`config.mk`:
```
export PLATFORM = sky130hd
export DESIGN_NAME = hazard_ctrl
export DESIGN_NICKNAME = d
export VERILOG_FILES = /design/src/rtl/pipe_pkg.sv /design/src/rtl/hazard_md_timer.sv /design/src/rtl/hazard_ctrl.sv
export SDC_FILE = /design/constraint.sdc
export NUM_CORES = 1
export LEC_CHECK = 0
export ABC_CLOCK_PERIOD_IN_PS = 2600
export BUFFER_PORTS_ARGS = -buffer_cell sky130_fd_sc_hd__buf_2
export CAP_MARGIN = 40
export CORE_MARGIN = 8
export CORE_UTILIZATION = 35
export DETAILED_ROUTE_END_ITERATION = 10
export GPL_ROUTABILITY_DRIVEN = 0
export SLEW_MARGIN = 20
export SYNTH_ARGS = -nofsm -noshare
export SYNTH_HDL_FRONTEND = slang
export SYNTH_SLANG_ARGS = --single-unit
```
`constraint.sdc`:
```
create_clock -name clk -period 2.6 [get_ports clk]
set_input_delay 0.13 -clock clk [delete_from_list [all_inputs] [get_ports clk]]
set_output_delay 0.13 -clock clk [all_outputs]
set_load 0.02 [all_outputs]
```
`src/rtl/pipe_pkg.sv`:
```
// rtl/pipe_pkg.sv - shared pipeline constants and FSM state type for hazard control
package pipe_pkg;

    localparam int REG_W      = 5;
    localparam int MD_LAT_DEF = 32;
    // Wide enough for any mul/div latency up to 255.
    localparam int MD_CNT_W   = 8;

    typedef enum logic {
        ST_RUN     = 1'b0,
        ST_MD_WAIT = 1'b1
    } md_state_e;

endpackage

```
`src/rtl/hazard_md_timer.sv`:
```
// rtl/hazard_md_timer.sv - load/decrement/done counter timing a mul/div front-end freeze
import pipe_pkg::*;

module hazard_md_timer #(
    parameter int W = MD_CNT_W
) (
    input  logic         clk,
    input  logic         rst,
    input  logic         i_load,
    input  logic [W-1:0] i_load_val,
    input  logic         i_dec,
    output logic         o_done
);

    localparam logic [W-1:0] LP_ONE = {{(W-1){1'b0}}, 1'b1};

    logic [W-1:0] r_count;

    always_ff @(posedge clk) begin
        if (rst) begin
            r_count <= '0;
        end else if (i_load) begin
            r_count <= i_load_val;
        end else if (i_dec && (r_count != '0)) begin
            r_count <= r_count - LP_ONE;
        end
    end

    // Done marks the last frozen cycle, so the FSM leaves on this edge.
    assign o_done = (r_count == LP_ONE);

endmodule

```
`src/rtl/hazard_ctrl.sv`:
```
// rtl/hazard_ctrl.sv - load-use / branch-flush / mul-div stall control with stall counter
// HAZARD_MULDIV_EN enables the mul/div wait FSM and timer; otherwise id_muldiv is ignored.
import pipe_pkg::*;

module hazard_ctrl #(
    parameter int MD_LAT = MD_LAT_DEF,
    parameter int CNT_W  = 32
) (
    input  logic             clk,
    input  logic             rst,
    input  logic             id_valid,
    input  logic [REG_W-1:0] id_rs,
    input  logic [REG_W-1:0] id_rt,
    input  logic             id_muldiv,
    input  logic             ex_memread,
    input  logic [REG_W-1:0] ex_rt,
    input  logic             ex_branch_taken,
    output logic             pc_we,
    output logic             ifid_we,
    output logic             ifid_flush,
    output logic             idex_bubble,
    output logic             md_busy,
    output logic [CNT_W-1:0] stall_cycles
);

    localparam logic [CNT_W-1:0] LP_CNT_ONE = {{(CNT_W-1){1'b0}}, 1'b1};

    logic             w_lu;
    logic             w_md_freeze;
    logic [CNT_W-1:0] r_stall_cycles;

    // Register 0 is hardwired, so a load targeting it can never feed a consumer.
    assign w_lu = id_valid && ex_memread && (ex_rt != '0) &&
                  ((ex_rt == id_rs) || (ex_rt == id_rt));

`ifdef HAZARD_MULDIV_EN
    localparam logic [MD_CNT_W-1:0] LP_MD_LOAD = MD_CNT_W'(MD_LAT - 1);

    md_state_e r_state;
    md_state_e w_state_nxt;
    logic      w_md_start;
    logic      w_md_done;

    always_ff @(posedge clk) begin
        if (rst) begin
            r_state <= ST_RUN;
        end else begin
            r_state <= w_state_nxt;
        end
    end

    always_comb begin
        w_state_nxt = r_state;
        w_md_start  = 1'b0;
        case (r_state)
            ST_RUN: begin
                if (id_valid && id_muldiv && !w_lu && !ex_branch_taken) begin
                    w_state_nxt = ST_MD_WAIT;
                    w_md_start  = 1'b1;
                end
            end
            ST_MD_WAIT: begin
                if (w_md_done) begin
                    w_state_nxt = ST_RUN;
                end
            end
            default: w_state_nxt = ST_RUN;
        endcase
    end

    hazard_md_timer #(
        .W(MD_CNT_W)
    ) u_md_timer (
        .clk        (clk),
        .rst        (rst),
        .i_load     (w_md_start),
        .i_load_val (LP_MD_LOAD),
        .i_dec      (r_state == ST_MD_WAIT),
        .o_done     (w_md_done)
    );

    assign w_md_freeze = (r_state == ST_MD_WAIT);
    assign md_busy     = w_md_freeze;
`else
    logic w_unused_md;

    assign w_unused_md = id_muldiv | (MD_LAT < 2);
    assign w_md_freeze = 1'b0;
    assign md_busy     = 1'b0;
`endif

    // A taken branch always refetches, overriding any front-end freeze.
    always_comb begin
        pc_we       = 1'b1;
        ifid_we     = 1'b1;
        ifid_flush  = 1'b0;
        idex_bubble = 1'b0;
        if (w_lu || w_md_freeze) begin
            pc_we       = 1'b0;
            ifid_we     = 1'b0;
            idex_bubble = 1'b1;
        end
        if (ex_branch_taken) begin
            pc_we       = 1'b1;
            ifid_we     = 1'b1;
            ifid_flush  = 1'b1;
            idex_bubble = 1'b1;
        end
    end

    always_ff @(posedge clk) begin
        if (rst) begin
            r_stall_cycles <= '0;
        end else if (!pc_we && (r_stall_cycles != '1)) begin
            r_stall_cycles <= r_stall_cycles + LP_CNT_ONE;
        end
    end

    assign stall_cycles = r_stall_cycles;

endmodule

```
=== After elaboration in Yosys (flattened, before gate mapping) ===
Index checks and enable logic that the tools add are counted.

* Bits in read-only memories: 0
* Memories kept: 0
* Word-level logic and storage cells: 17
* Bits in latches: 0
* Memory bits (writable): 0
* Bits of input ports: 21
* Output and inout bits: 37
* Register bits: 32

* Div/mod/pow operators: 0
* Bitwise operators: 0
* Mux-type cells: 5
* Add/sub/neg operators: 1
* Eq/ne operators: 3
* $lt $le $gt $ge: 0
* Reductions and logical operators: 7
* Multipliers: 0
* Shift-type cells: 0

{| class="wikitable"
|+ Operators with widths
! kind !! count
|-
| adder 32 x 1 -> 32 bit (second input constant) || 1
|-
| inequality test 32 bit (second input constant) || 1
|-
| == test 5 bit || 2
|-
| two-way mux 1 bit || 5
|-
| nonzero test 5 bit || 1
|-
| logical AND 1 bit || 4
|-
| zero test 1 bit || 1
|-
| logical OR 1 bit || 1
|}

=== Depth between registers and ports, before layout ===
* Word-level depth: 7
* Gate-level depth with buffers: 8
* Gate-level depth less buffers: 7

=== Least setup slack after synthesis ===
OpenSTA, ideal clock, no wires.

* Path type: register to register
* From: reg r_stall_cycles[0], in the netlist stall_cycles[0]
* To: reg r_stall_cycles[22], in the netlist stall_cycles[22]
* Library setup time: 0.070 ns
* Setup slack: 0.423 ns
* Path buffers: 0
* Required time: 2.530 ns
* Cell stages (with the launch flop): 8
* Arrival time: 2.107 ns
* Cell sequence: dfxtp_1 -> ha_1 -> nor2b_1 -> nand3_1 -> a2111oi_4 -> nand3b_1 -> or3_1 -> a21oi_1

* Longest elaborated chain between the ends: 2
* Elaborated cells on any way between the ends: 3

{| class="wikitable"
|+ Ends and longest elaborated chain
! element !! RTL line !! RTL
|-
| start: declaration || hazard_ctrl.sv:30 || <nowiki>logic [CNT_W-1:0] r_stall_cycles;</nowiki>
|-
| start signal: assignment || hazard_ctrl.sv:115 || <nowiki>r_stall_cycles <= r_stall_cycles + LP_CNT_ONE;</nowiki>
|-
| parallel branches: the longest is 2 deep, another holds adder 32 x 1 -> 32 bit || n/a ||
|}

Several ways; the timed one is not identified.
A chain may end at the register's enable or synchronous reset.

=== Worst setup path after layout ===
* From: reg r_stall_cycles[0], in the netlist stall_cycles[0]
* To: reg r_stall_cycles[20], in the netlist stall_cycles[20]

The elaborated chain is that of the path after synthesis.

==> impl_metrics.toml <==
[synthesis]
synthDistinctLibCells = 42
synth_area_leaders = "dfxtp_1, xor2_1, xnor2_1, nor2_1, nand4_1"
synth_compound_area_share_pct = 11.6
synth_edf_count = 0
synth.top_cell.area_share_pct = 35.5
synth_mux_area_share_pct = 1.80
ys_ff_latch = 32
syn_nets = 231
synthXorXnorAreaFrac_pct = 12.6
synth_simple_gate_area_share_pct = 33.9
synth_fa_ha_area_share_pct = 0.693
ys_seq_area_share_pct = 35.5
netlist_instances = 209
synth_flop_cell = "dfxtp_1"
yosysTopAreaCell = "dfxtp_1"
yosys_warnings = 0
ys_top_cells_by_count = "dfxtp_1, nor2_1, nand2_1, nand3_1, xor2_1"
async_reset_ff_share_pct = 0
netlist_area_um2 = 1810
yosysMostFrequentCell = "dfxtp_1"
synth_top_family_by_area = "simple AND/OR/NAND/NOR gates"
syn_avg_cell_area_um2 = 8.64

[sta]
finalCriticalPeriod_ps = 2290
fin_crit_sh_pct = 88.2
rsz0062_at_grt = "false"
final-setup-viol-count = 0
slew_headroom_pct = 60.2
hold_viol = 0
tightest_slew_ps = 597
setup_slack_ps = 307
finClkSkew_ps = 5.36
max_freq_ghz = 0.436
fin_setup_tns_ps = 0
finalMaxSlewViolations = 0

[final_layout]
final_util_pct = 44.2
nNetsFinal = 286
area_delta_synth_final_pct = 23.4
largest_register_ffs = 32
nFillCells = 528
drive_above_1_share_pct = 30.9
antenna_cells = 0
final_cell_area_um2 = 2230

[drt]
avgViaCountPerCell = 4.86
drc_errors = 0
wl_met3_um = 199
ant_nets = 0
first_iter_violations = 81
wl_met2_mm = 2.01
drt_first_pass_iters = 4
wirelength_mm = 4.26
vias = 1628
top_layer = "met4"
met1Wirelength_mm = 2.01
drt-wirelength-per-cell_um = 12.7

[setup_path]
reg2reg_from = "stall_cycles[0]"
startpoint_type = "flop"
crit_type = "reg2reg"
reg2reg_setup_slack_ps = 310
reg2reg_to = "stall_cycles[20]"
crit_fanout = 5
crit_slowest_cell = "a2111oi_4"
reg2reg_depth = 7
path_buf_inv = 0
cp_cell_sequence = "ha_1, nor2b_1, nand3_1, a2111oi_4, nand3b_1, or3_1, a21oi_1"
crit_required_ps = 2820
max_stage_delay_ps = 470
cp.arrival_ps = 2510
crit_family = "simple AND/OR/NAND/NOR gates"
worstSetupEndpointType = "flop"

[power]
leakage_nw = 0.933
vdd_drop_max_v = 0.000257
p_per_area_nw_per_um2 = 432
fin_total_pwr_mw = 0.963

[clocking]
cts_root_buffer = "clkbuf_8"
clk_pin_slew_ps = 70
clk_latency_ps = 290
post-cts-setup-buffers = 0
hold_buffers = 0
cts_tree = "built"
cts_made_buffers = 5
htreeDepth = 2
cts_sinks = 32
cts-resized-gates = 0
cts_buffer_depth = 2

[placement]
portBuffers = 55
place_ws_ps = 280
place_area_um2 = 2130
hpwl_mm = 3.22

[floorplan]
boundaryPins = 58
initial_core_util_pct = 35.8
rows = 26
die_height_um = 87.8
chipWidth_um = 87.8
coreArea_um2 = 5040
dieArea_um2 = 7710

[global_route]
grt_first_pass_wirelength_mm = 7.40
grt_pass1_vias = 1619
antenna_found_initial = 0
grt_max_degree = 36
grt_overflow = 0
track_usage_pct = 12.0

[hold_path]
hold_class = "in2reg"
hp-start = "ex_branch_taken"
whs_path_depth = 4
hold_path_end = "stall_cycles[1]"

[outcome]
status = "finished clean"

[job]
cap_violations = 0
-- final cells by class --
cell class                 instances  area [um2]  area share, %
multi-input combinational        163        1100           49.3
sequential                        32         641           28.8
timing repair buffer              57         290           13.0
tap                               70        87.6           3.93
clock buffer                       6        82.6           3.71
inverter                           5        18.8          0.843
clock inverter                     2        10.0          0.449
-- kinds of logic after synthesis --
family	after synthesis
other	1
XOR/XNOR	26
buffers and inverters	14
flip-flops	32
AO/OA/AOI/OAI	29
AND/OR/NAND/NOR	103
multiplexers	3
adder cells (fa/ha/maj)	1
-- cell usage in the layout, fill, tap and decap left out, types with 2 or more instances in the layout --
master	synthesis	routed
a21oi_1	9	9
and3_1	2	2
buf_2	0	55
buf_4	4	2
clkbuf_8	0	6
clkinv_2	0	2
dfxtp_1	32	32
inv_1	5	5
mux2_2	2	2
nand2_1	14	14
nand2b_1	2	2
nand3_1	14	14
nand3b_1	3	3
nand4_1	13	13
nor2_1	24	24
nor2b_1	3	3
nor3_1	2	2
nor4_1	4	4
o21ai_0	9	9
o21ba_2	3	3
o31a_1	3	3
or3_1	8	8
or4_1	3	3
xnor2_1	12	12
xor2_1	14	14
-- worst reg2reg max path: stages (launching register included) --
cell       delay, ps
dfxtp_1          400
ha_1             190
nor2b_1          270
nand3_1          180
a2111oi_4        470
nand3b_1         220
or3_1            350
a21oi_1          140
-- worst max-delay path by stage --
| stage | depth (start not counted) | to | from |
|---|---|---|---|
| after floorplan | 7 | stall_cycles[22] | stall_cycles[0] |
| after global placement | 7 | stall_cycles[22] | stall_cycles[0] |
| after detailed placement | 7 | stall_cycles[20] | stall_cycles[0] |
| after CTS | 7 | stall_cycles[20] | stall_cycles[0] |
| after global routing | 7 | stall_cycles[20] | stall_cycles[0] |
| final | 7 | stall_cycles[20] | stall_cycles[0] |
-- per-stage QoR --
stage / instances / hold slack [ps]
finish: 335 / 328
floorplan: 209 / 373
global route: 335 / 362
detailed placement: 327 / 500
CTS: 335 / 328
global placement: 327 / 489
-- layer usage --
metal / vias up / track usage [%]
met4: 0 / 4.69
li1: 850 / -
met1: 741 / 14.0
met2: 31 / 20.2
met3: 6 / 3.47
met5: - / 0
-- where the power goes --
part	switching [mW]	internal, mW
Sequential	0.000247	0.490
Clock	0.192	0.211
Combinational	0.0394	0.0297
Total	0.232	0.731
Note: power is estimated with default switching activity, not from simulation.
